===== src/rtl/tt_um_hoene_frame_sequencer.sv =====
// tt_um_hoene_frame_sequencer
//
// Frame-level controller between the Manchester decoder and the downstream consumers.
// The first FRAME_BITS bits of each burst form this LED's own frame. They are shifted into
// serial2parallel, followed by a store pulse and a pwm_set pulse. Every later bit of the same
// burst is forwarded to the encoder for the next LED in the chain. An idle gap of IDLE_CYCLES
// clocks ends a burst. A decoder error parks the block in ERROR until that gap.
//
// Optional feature macro: FRAME_SEQ_PARITY_EN
//   defined   -> even parity over the own frame; a mismatch sets error and drops store/pwm_set
//   undefined -> no parity accumulator; store/pwm_set always follow a complete own frame
//
// Ports:
//   clk, rst_n            system clock, asynchronous active-low reset
//   in_data, in_clk       decoded bit and its single-cycle strobe
//   in_error              decoder error pulse
//   shift_data/shift_clk  own-frame bit and strobe to serial2parallel
//   store, pwm_set        latch pulse and PWM update pulse
//   fwd_data/fwd_clk      forwarded bit and strobe to the encoder
//   fwd_enable            encoder output enable
//   bit_count             own-frame bits received in the current burst
//   state                 0=IDLE 1=OWN 2=FORWARD 3=ERROR
//   error                 sticky frame error, cleared by the next frame start
module tt_um_hoene_frame_sequencer #(
    parameter int unsigned FRAME_BITS  = 32,
    parameter int unsigned IDLE_CYCLES = 64
) (
    input  logic       clk,
    input  logic       rst_n,
    input  logic       in_data,
    input  logic       in_clk,
    input  logic       in_error,
    output logic       shift_data,
    output logic       shift_clk,
    output logic       store,
    output logic       pwm_set,
    output logic       fwd_data,
    output logic       fwd_clk,
    output logic       fwd_enable,
    output logic [5:0] bit_count,
    output logic [1:0] state,
    output logic       error
);

    localparam int unsigned IdleW = $clog2(IDLE_CYCLES + 1);
    localparam logic [IdleW-1:0] IdleMax = IdleW'(IDLE_CYCLES);
    localparam logic [5:0] FrameMax = 6'(FRAME_BITS);

    localparam logic [1:0] StIdle    = 2'd0;
    localparam logic [1:0] StOwn     = 2'd1;
    localparam logic [1:0] StForward = 2'd2;
    localparam logic [1:0] StError   = 2'd3;

    logic [1:0]       r_state,   w_state_d;
    logic [5:0]       r_count,   w_count_d;
    logic             r_error,   w_error_d;
    logic             r_sdata,   w_sdata_d;
    logic             r_sclk,    w_sclk_d;
    logic             r_fdata,   w_fdata_d;
    logic             r_fclk,    w_fclk_d;
    logic             r_fen;
    logic [IdleW-1:0] r_idle_cnt;
    // Store/PWM pipeline: r_pend one cycle after the last own bit, r_store the cycle after.
    logic             r_pend,    w_pend_d;
    logic             r_store;
    logic             r_pwm_ok;
    logic             r_pwm;
    logic             w_timeout;
    logic             w_last_bit;
    logic             w_par_ok;
`ifdef FRAME_SEQ_PARITY_EN
    logic             r_parity,  w_parity_d;
`endif

    assign w_timeout  = (r_idle_cnt == IdleMax) && (r_state != StIdle);
    assign w_last_bit = (r_count == FrameMax - 6'd1);

`ifdef FRAME_SEQ_PARITY_EN
    // Even parity: accumulated parity of the earlier bits must equal the last bit.
    assign w_par_ok = ~(r_parity ^ in_data);
`else
    assign w_par_ok = 1'b1;
`endif

    always_comb begin
        w_state_d = r_state;
        w_count_d = r_count;
        w_error_d = r_error;
        w_sdata_d = r_sdata;
        w_sclk_d  = 1'b0;
        w_fdata_d = r_fdata;
        w_fclk_d  = 1'b0;
        w_pend_d  = 1'b0;
`ifdef FRAME_SEQ_PARITY_EN
        w_parity_d = r_parity;
`endif
        unique case (r_state)
            StIdle: begin
                if (in_clk && !in_error) begin
                    w_state_d = StOwn;
                    w_count_d = 6'd1;
                    w_error_d = 1'b0;
                    w_sdata_d = in_data;
                    w_sclk_d  = 1'b1;
`ifdef FRAME_SEQ_PARITY_EN
                    w_parity_d = in_data;
`endif
                end
            end
            StOwn: begin
                if (in_error) begin
                    w_state_d = StError;
                    w_error_d = 1'b1;
                end else if (w_timeout) begin
                    // Truncated frame
                    w_state_d = StIdle;
                    w_error_d = 1'b1;
                end else if (in_clk) begin
                    w_count_d = r_count + 6'd1;
                    w_sdata_d = in_data;
                    w_sclk_d  = 1'b1;
`ifdef FRAME_SEQ_PARITY_EN
                    w_parity_d = r_parity ^ in_data;
`endif
                    if (w_last_bit) begin
                        w_state_d = StForward;
                        if (w_par_ok) begin
                            w_pend_d = 1'b1;
                        end else begin
                            w_error_d = 1'b1;
                        end
                    end
                end
            end
            StForward: begin
                if (in_error) begin
                    w_state_d = StError;
                    w_error_d = 1'b1;
                end else if (w_timeout) begin
                    w_state_d = StIdle;
                end else if (in_clk) begin
                    w_fdata_d = in_data;
                    w_fclk_d  = 1'b1;
                end
            end
            StError: begin
                if (w_timeout) begin
                    w_state_d = StIdle;
                end
            end
        endcase
    end

    always_ff @(posedge clk or negedge rst_n) begin
        if (!rst_n) begin
            r_state    <= StIdle;
            r_count    <= 6'd0;
            r_error    <= 1'b0;
            r_sdata    <= 1'b0;
            r_sclk     <= 1'b0;
            r_fdata    <= 1'b0;
            r_fclk     <= 1'b0;
            r_fen      <= 1'b0;
            r_idle_cnt <= '0;
            r_pend     <= 1'b0;
            r_store    <= 1'b0;
            r_pwm_ok   <= 1'b0;
            r_pwm      <= 1'b0;
`ifdef FRAME_SEQ_PARITY_EN
            r_parity   <= 1'b0;
`endif
        end else begin
            r_state <= w_state_d;
            r_count <= w_count_d;
            r_error <= w_error_d;
            r_sdata <= w_sdata_d;
            r_sclk  <= w_sclk_d;
            r_fdata <= w_fdata_d;
            r_fclk  <= w_fclk_d;
            // Follows the next state so it drops together with the FORWARD exit.
            r_fen   <= (w_state_d == StForward);
            if (in_clk) begin
                r_idle_cnt <= '0;
            end else if (r_idle_cnt != IdleMax) begin
                r_idle_cnt <= r_idle_cnt + 1'b1;
            end
            // store is committed once pending; pwm_set is vetoed by an error in either
            // of the two cycles before it.
            r_pend   <= w_pend_d;
            r_store  <= r_pend;
            r_pwm_ok <= r_pend & ~in_error;
            r_pwm    <= r_pwm_ok & ~in_error;
`ifdef FRAME_SEQ_PARITY_EN
            r_parity <= w_parity_d;
`endif
        end
    end

    assign shift_data = r_sdata;
    assign shift_clk  = r_sclk;
    assign store      = r_store;
    assign pwm_set    = r_pwm;
    assign fwd_data   = r_fdata;
    assign fwd_clk    = r_fclk;
    assign fwd_enable = r_fen;
    assign bit_count  = r_count;
    assign state      = r_state;
    assign error      = r_error;

endmodule


===== config.mk =====
export PLATFORM = sky130hd
export DESIGN_NAME = tt_um_hoene_frame_sequencer
export DESIGN_NICKNAME = d
export VERILOG_FILES = /design/src/rtl/tt_um_hoene_frame_sequencer.sv
export SDC_FILE = /design/constraint.sdc
export NUM_CORES = 1
export LEC_CHECK = 0
export ABC_AREA = 0
export BUFFER_PORTS_ARGS = -buffer_cell sky130_fd_sc_hd__buf_4
export CAP_MARGIN = 20
export CORE_MARGIN = 1.5
export CORE_UTILIZATION = 45
export CTS_BUF_LIST = sky130_fd_sc_hd__clkbuf_8
export CTS_CLUSTER_SIZE = 12
export DETAILED_ROUTE_END_ITERATION = 6
export GPL_ROUTABILITY_DRIVEN = 0
export PLACE_DENSITY_LB_ADDON = 0.12
export SYNTH_ARGS = -nofsm -noshare
export SYNTH_HDL_FRONTEND = slang
export SYNTH_SLANG_ARGS = --single-unit

===== constraint.sdc =====
create_clock -name clk -period 3.8 [get_ports clk]
set_input_delay 0.19 -clock clk [delete_from_list [all_inputs] [get_ports clk]]
set_output_delay 0.19 -clock clk [all_outputs]
set_load 0.01 [all_outputs]

==> out/results.ini, run 1 <==
[run_status]
outcome = complete, no violations

[floorplanning]
die_h_um = 55.9
die_area_um2 = 3120
io_pins = 21
rows = 18
start_util_pct = 49.0
die_x_um = 55.9
core_um2 = 2570

[cts]
clk_pin_slew_ns = 0.09
h-tree-depth = 1
clk_latency_ns = 0.26
cts_made_buffers = 3
clockRootBuffer = clkbuf_8
clock-sinks = 25
cts_tree = built
cts_max_path_buffers = 2

[yosys]
yosys.area.top_type_share_pct = 49.8
yosys-top-cells-area = dfrtp_1, ha_1, xor2_1, nor2_1, nand3_1
syn_avg_cell_area_um2 = 10.8
synth_area_um2 = 1260
yosys-top-cells-count = dfrtp_1, nor2_1, ha_1, inv_1, nand3_1
synth-edff-count = 0
seq_area_frac_synth_pct = 49.8
yosysWarnings = 0
syn_inst = 116
ys.flop_type = dfrtp_1
syn-num-nets = 130
yosys.area.top_type = dfrtp_1
synthDistinctLibCells = 32
synthArstFlopShare_pct = 100
synth.ff_latch_count = 25
yosysMostFrequentCell = dfrtp_1

[critical_path]
start_kind = flop
slowest_delay_ns = 0.45
worstPathCellList = inv_1 > ha_1 > nor2_1 > nor2_1 > nand3_1 > or3_1 > a21oi_1
cpMaxStageDelayCell = dfrtp_1
regToRegSetupSlack_ns = 1.97
cp_common_cell = nor2_1
worstSetupPathType = reg -> reg
cp_max_fo = 7
cp.required_ns = 3.99
worstPathArrival_ns = 2.02
end_kind = flop

[route]
dr_wl_met2_mm = 1.10
drt_iter0_drc = 14
met1Wirelength_mm = 1.04
wirelength_mm = 2.26
vias_per_cell = 5.39
final_antenna_net_count = 0
drt_pass1_iterations = 4
drcViolationCount = 0
vias = 916
wl_per_cell_um = 13.3
wl_met3_um = 107
highest_layer = met4

[power_and_ir_drop]
ir_worst_vdd_mv = 0.467
power_frac_clock_pct = 17.1
switching_share_pct = 35.0
p_comb_share_pct = 40.8
switchingPower_uw = 313
p_seq_share_pct = 42.1
leakagePower_nw = 0.737
powerDensity_nw_per_um2 = 598
intPower_uw = 582

[timing]
maxSlewViolCount = 0
fin_skew_ns = 0.00369
worstMarginPinSlew_ns = 0.382
tns_ns = 0
setup_viol = 0
worst_slew_margin_rel_pct = 74.2
fin_ws_ns = 1.97
period_needed_ns = 1.83
clock.fmax_mhz = 545
finalCritPeriodShare_pct = 48.2
hold_violations = 0
rsz0062_at_grt = false
hold_ws_ns = 0.138

[job]
max-cap-violations = 0

[final_layout]
drive_gt1_share_pct = 22.9
nets = 155
diodes = 0
area_delta_synth_final_pct = 19.0
final_area_um2 = 1500

[hold_path]
hold_path.class = in -> reg

[place]
pre_cts_ws_ns = 1.99
numPortBuffers = 20
hpwl_mm = 1.74
dpl_cell_area_um2 = 1440

[global_routing]
grtUsageTotal_pct = 15.6
overflow = 0
grt_antenna_before_repair = 0
grt_pass1_vias = 907
grt_max_degree = 26
grt_pass1_wl_mm = 3.89

-- per-layer routing --
metal / global-route usage [%] / vias up
met5: 0 / -
met4: 4.76 / 0
met3: 3.95 / 4
met2: 26.0 / 22
met1: 20.0 / 445
li1: - / 445
-- path summary, 6_finish.rpt --
path | startpoint | end | depth (start not counted)
setup / recovery | state[1] | bit_count[5] | 7
hold / removal | in_error | r_pwm_ok | 2
setup reg to reg | state[1] | bit_count[5] | 7
hold reg to reg | r_pend | store | 0
max in group asynchronous | rst_n | pwm_set | 2
min in group asynchronous | rst_n | r_idle_cnt[4] | 2
-- what timing repair did --
action / CTS / global route
hold buffers: 1 / 0
buffers inserted: 0 / 0
gates resized for setup: 0 / 0
hold endpoints to repair: 25 / 0
-- logic make-up (layout without fill, tap and decap cells) --
logic type | Yosys count | count (layout) | synth area share [%]
multiplexers | 3 | 3 | 3.28
AO/OA/AOI/OAI | 19 | 19 | 9.35
buffers and inverters | 10 | 34 | 3.08
adder cells (fa/ha/maj) | 9 | 9 | 8.96
flip-flops | 25 | 25 | 49.8
AND/OR/NAND/NOR | 43 | 43 | 20.7
XOR/XNOR | 7 | 7 | 4.88
-- critical path: cells and delay by family (launching register included) --
kind | cells | cell delay [ns]
and+or+nand+nor | 4 | 0.75
DFF | 1 | 0.45
adders and majority gates | 1 | 0.25
buffers and inverters | 1 | 0.15
AOI/OAI and AO/OA | 1 | 0.15
-- sequential cells by signal (all words and copies together), names as in the netlist --
signal and count:
bit_count 6, error 1, fwd_clk 1, fwd_data 1, fwd_enable 1, pwm_set 1
r_idle_cnt 7, r_pend 1, r_pwm_ok 1, shift_clk 1, shift_data 1, state 2
store 1
-- layout make-up --
type | instances | area (um2)
clock inverter | 1 | 5.00
timing repair buffer | 21 | 160
fill | 235 | 1070
inverter | 9 | 33.8
tap | 30 | 37.5
sequential | 25 | 626
multi-input combinational | 81 | 593
clock buffer | 3 | 41.3
-- metrics by stage --
step / util (%) / std cells / power, mW
floorplan: - / 116 / 0.604
global placement: 56.1 / 165 / 0.735
detailed placement: 56.1 / 165 / 0.748
CTS: 58.3 / 170 / 0.905
global route: 58.3 / 170 / 0.955
finish: 58.3 / 170 / 0.895
-- power by group through the flow --
| stage | clock network (mW) | registers, mW | logic [mW] |
|---|---|---|---|
| floorplan | 0 | 0.399 | 0.205 |
| global placement | 0 | 0.380 | 0.356 |
| global route | 0.170 | 0.385 | 0.400 |
| detailed placement | 0 | 0.383 | 0.365 |
| CTS | 0.158 | 0.378 | 0.369 |
| finish | 0.153 | 0.377 | 0.365 |
-- layout by cell type (no fill, tap or decap), types with 2 or more instances in the layout --
cell type,Yosys,final
a21oi_1,6,6
nand2_1,5,5
ha_1,9,9
inv_1,9,9
o21ai_0,5,5
nor2_1,13,13
mux2_4,2,2
nor2b_1,4,4
dfrtp_1,25,25
clkbuf_8,0,3
xor2_1,6,6
o211ai_1,2,2
buf_4,0,20
nand3_1,8,8
and3_1,3,3
No activity file was read; power rests on OpenSTA's default activity.
==> run 2: changes to the inputs <==
Settings changed: ABC_AREA 0 to 1.
Clock period 3.8 ns to 1.8 ns, I/O delays scaled along.
==> out/results.ini, run 2 <==
[run_status]
outcome = complete, no violations

[critical_path]
crit_start = state[1]
worstSetupPathType = reg -> reg
r2r-start = state[1]
cp_max_fo = 12
start_kind = flop
end_kind = flop
worstPathArrival_ns = 1.77
cp.required_ns = 1.97

[power_and_ir_drop]
intPower_mw = 1.19
leakagePower_nw = 0.833
switchingPower_uw = 773
switching_share_pct = 39.4
ir_worst_vdd_mv = 1.01
p_seq_share_pct = 40.3
powerDensity_nw_per_um2 = 1230
p_comb_share_pct = 42.4
power_frac_clock_pct = 17.3

[global_routing]
grt_pass1_vias = 991
grtUsageTotal_pct = 17.2
overflow = 0
grt_antenna_before_repair = 0
grt_max_degree = 26
grt_pass1_wl_mm = 4.42

[timing]
rsz0062_at_grt = false
fin_ws_ns = 0.201
finalCritPeriodShare_pct = 88.9
worstMarginPinSlew_ns = 0.321
maxSlewViolCount = 0
period_needed_ns = 1.60
setup_viol = 0
fin_skew_ns = 0.00154
hold_violations = 0
tns_ns = 0
worst_slew_margin_rel_pct = 78.6
clock.fmax_mhz = 625

[cts]
clock-sinks = 25
clk_latency_ns = 0.27
cts_max_path_buffers = 2
cts_tree = built
postCtsSetupRepairBufs = 0
h-tree-depth = 1
cts_made_buffers = 3
clk_pin_slew_ns = 0.09
clockRootBuffer = clkbuf_8

[place]
numPortBuffers = 20
pre_cts_ws_ns = 0.118
hpwl_mm = 1.82

[yosys]
yosys-top-cells-count = inv_1, dfrtp_1, nand2_1, nor2_1, nand3_1
syn_inst = 158
yosysMostFrequentCell = inv_1
synth-edff-count = 0
yosys.area.top_type_share_pct = 45.9
ys.flop_type = dfrtp_1
syn_avg_cell_area_um2 = 8.62
yosys-top-cells-area = dfrtp_1, ha_1, inv_1, nand2_1, nor2_1
synth.ff_latch_count = 25
seq_area_frac_synth_pct = 45.9
yosysWarnings = 0
syn-num-nets = 172
synth_area_um2 = 1360
synthDistinctLibCells = 26
yosys.area.top_type = dfrtp_1
synthArstFlopShare_pct = 100

[route]
vias_per_cell = 4.91
wirelength_mm = 2.45
wl_per_cell_um = 11.6
drcViolationCount = 0
vias = 1040
drt_iter0_drc = 31
final_antenna_net_count = 0
drt_pass1_iterations = 6

[final_layout]
area_delta_synth_final_pct = 16.8
layout_commonest_cell = inv_1
drive_gt1_share_pct = 22.1
nets = 196
most-common-layout-cells = inv_1, dfrtp_1, nand2_1
largest-register = r_idle_cnt
diodes = 0
largest_register_ffs = 7

[hold_path]
worstHoldStart = in_clk
hold_path.class = in -> reg

[floorplanning]
die_area_um2 = 3370
core_um2 = 2810
io_pins = 21
start_util_pct = 48.6
die_x_um = 58.0
rows = 19
die_h_um = 58.0

[job]
max-cap-violations = 0

-- run 2: cell types whose count changed in the layout (fill, tap and decap cells not counted), moves of 4 or more --
cell | before | now
inv_1 | 9 | 26
nand2_1 | 5 | 22
nand3_1 | 8 | 14
nor2_1 | 13 | 19
nand4_1 | 0 | 4
nor2b_1 | 4 | 0
xor2_1 | 6 | 2
-- run 2: metrics by stage --
step | total power, mW | std cells | hold slack [ns] | instance area [um2] | utilization (%)
3_3_place_gp | 1.62 | 207 | 0.0101 | 1530 | 54.5
4_1_cts | 1.98 | 212 | 0.00322 | 1590 | 56.6
2_1_floorplan | 1.35 | 158 | -0.206 | 1360 | -
5_1_grt | 2.13 | 212 | 0.00724 | 1590 | 56.7
3_5_place_dp | 1.63 | 207 | 0.0116 | 1530 | 54.5
6_report | 1.96 | 212 | 0.00574 | 1590 | 56.7
-- run 2: area by class of cell --
class | instances | area (um2)
well taps | 31 | 38.8
fillers | 265 | 1210
multi-input cells | 102 | 608
repair buffers | 21 | 160
clock buffers | 3 | 41.3
flip-flops and latches | 25 | 627
clock inverters | 1 | 7.51
inverters | 29 | 109
-- run 2: logic make-up (layout without fill, tap and decap cells) --
kind of cell / Yosys count / after routing / share of synthesized area [%]
buffers and inverters: 31 / 54 / 9.64
flip-flops: 25 / 25 / 45.9
AND/OR/NAND/NOR: 69 / 69 / 25.4
AO/OA/AOI/OAI: 21 / 21 / 8.82
adder cells (fa/ha/maj): 9 / 9 / 8.26
XOR/XNOR: 3 / 3 / 1.93
-- run 2: repair_timing --
| item | in CTS | in global routing |
|---|---|---|
| hold buffers | 1 | 0 |
| gates resized for setup | 0 | 2 |
| setup endpoints to repair | 0 | 6 |
| hold endpoints to repair | 25 | 0 |
-- run 2: path summary, 6_finish.rpt --
path / to / slack [ns] / cells after the start
max reg2reg: bit_count[2] / 0.20 / 9
max: bit_count[2] / 0.20 / 9
min reg2reg: store / 0.38 / 0
max in group asynchronous: state[1] / 1.29 / 2
min: r_idle_cnt[6] / 0.006 / 2
min in group asynchronous: pwm_set / 0.25 / 2
-- run 2: critical path: stages, from the launching register on --
cell and delay, ns:
dfrtp_2 0.45, inv_1 0.14, ha_2 0.29, inv_2 0.08, nor2_4 0.14, nand2_4 0.07
nand2_4 0.12, nand2_1 0.06, o21ai_0 0.07, nor2_1 0.06
-- run 2: metal layers --
metal | share of wire (%) | wire (um) | global-route usage (%) | up-vias
li1 | - | - | - | 546
met1 | 49 | 1210 | 23.6 | 472
met2 | 46 | 1130 | 27.6 | 20
met3 | 4.5 | 110 | 4.24 | 2
met4 | 0.41 | 10 | 3.99 | 0
met5 | 0 | 0 | 0 | -
-- run 2: power by group through the flow --
stage | registers, mW | clock network (mW) | logic (mW)
floorplan | 0.837 | 0 | 0.514
global placement | 0.795 | 0 | 0.822
detailed placement | 0.804 | 0 | 0.826
CTS | 0.792 | 0.348 | 0.838
global route | 0.813 | 0.368 | 0.947
finish | 0.791 | 0.340 | 0.833
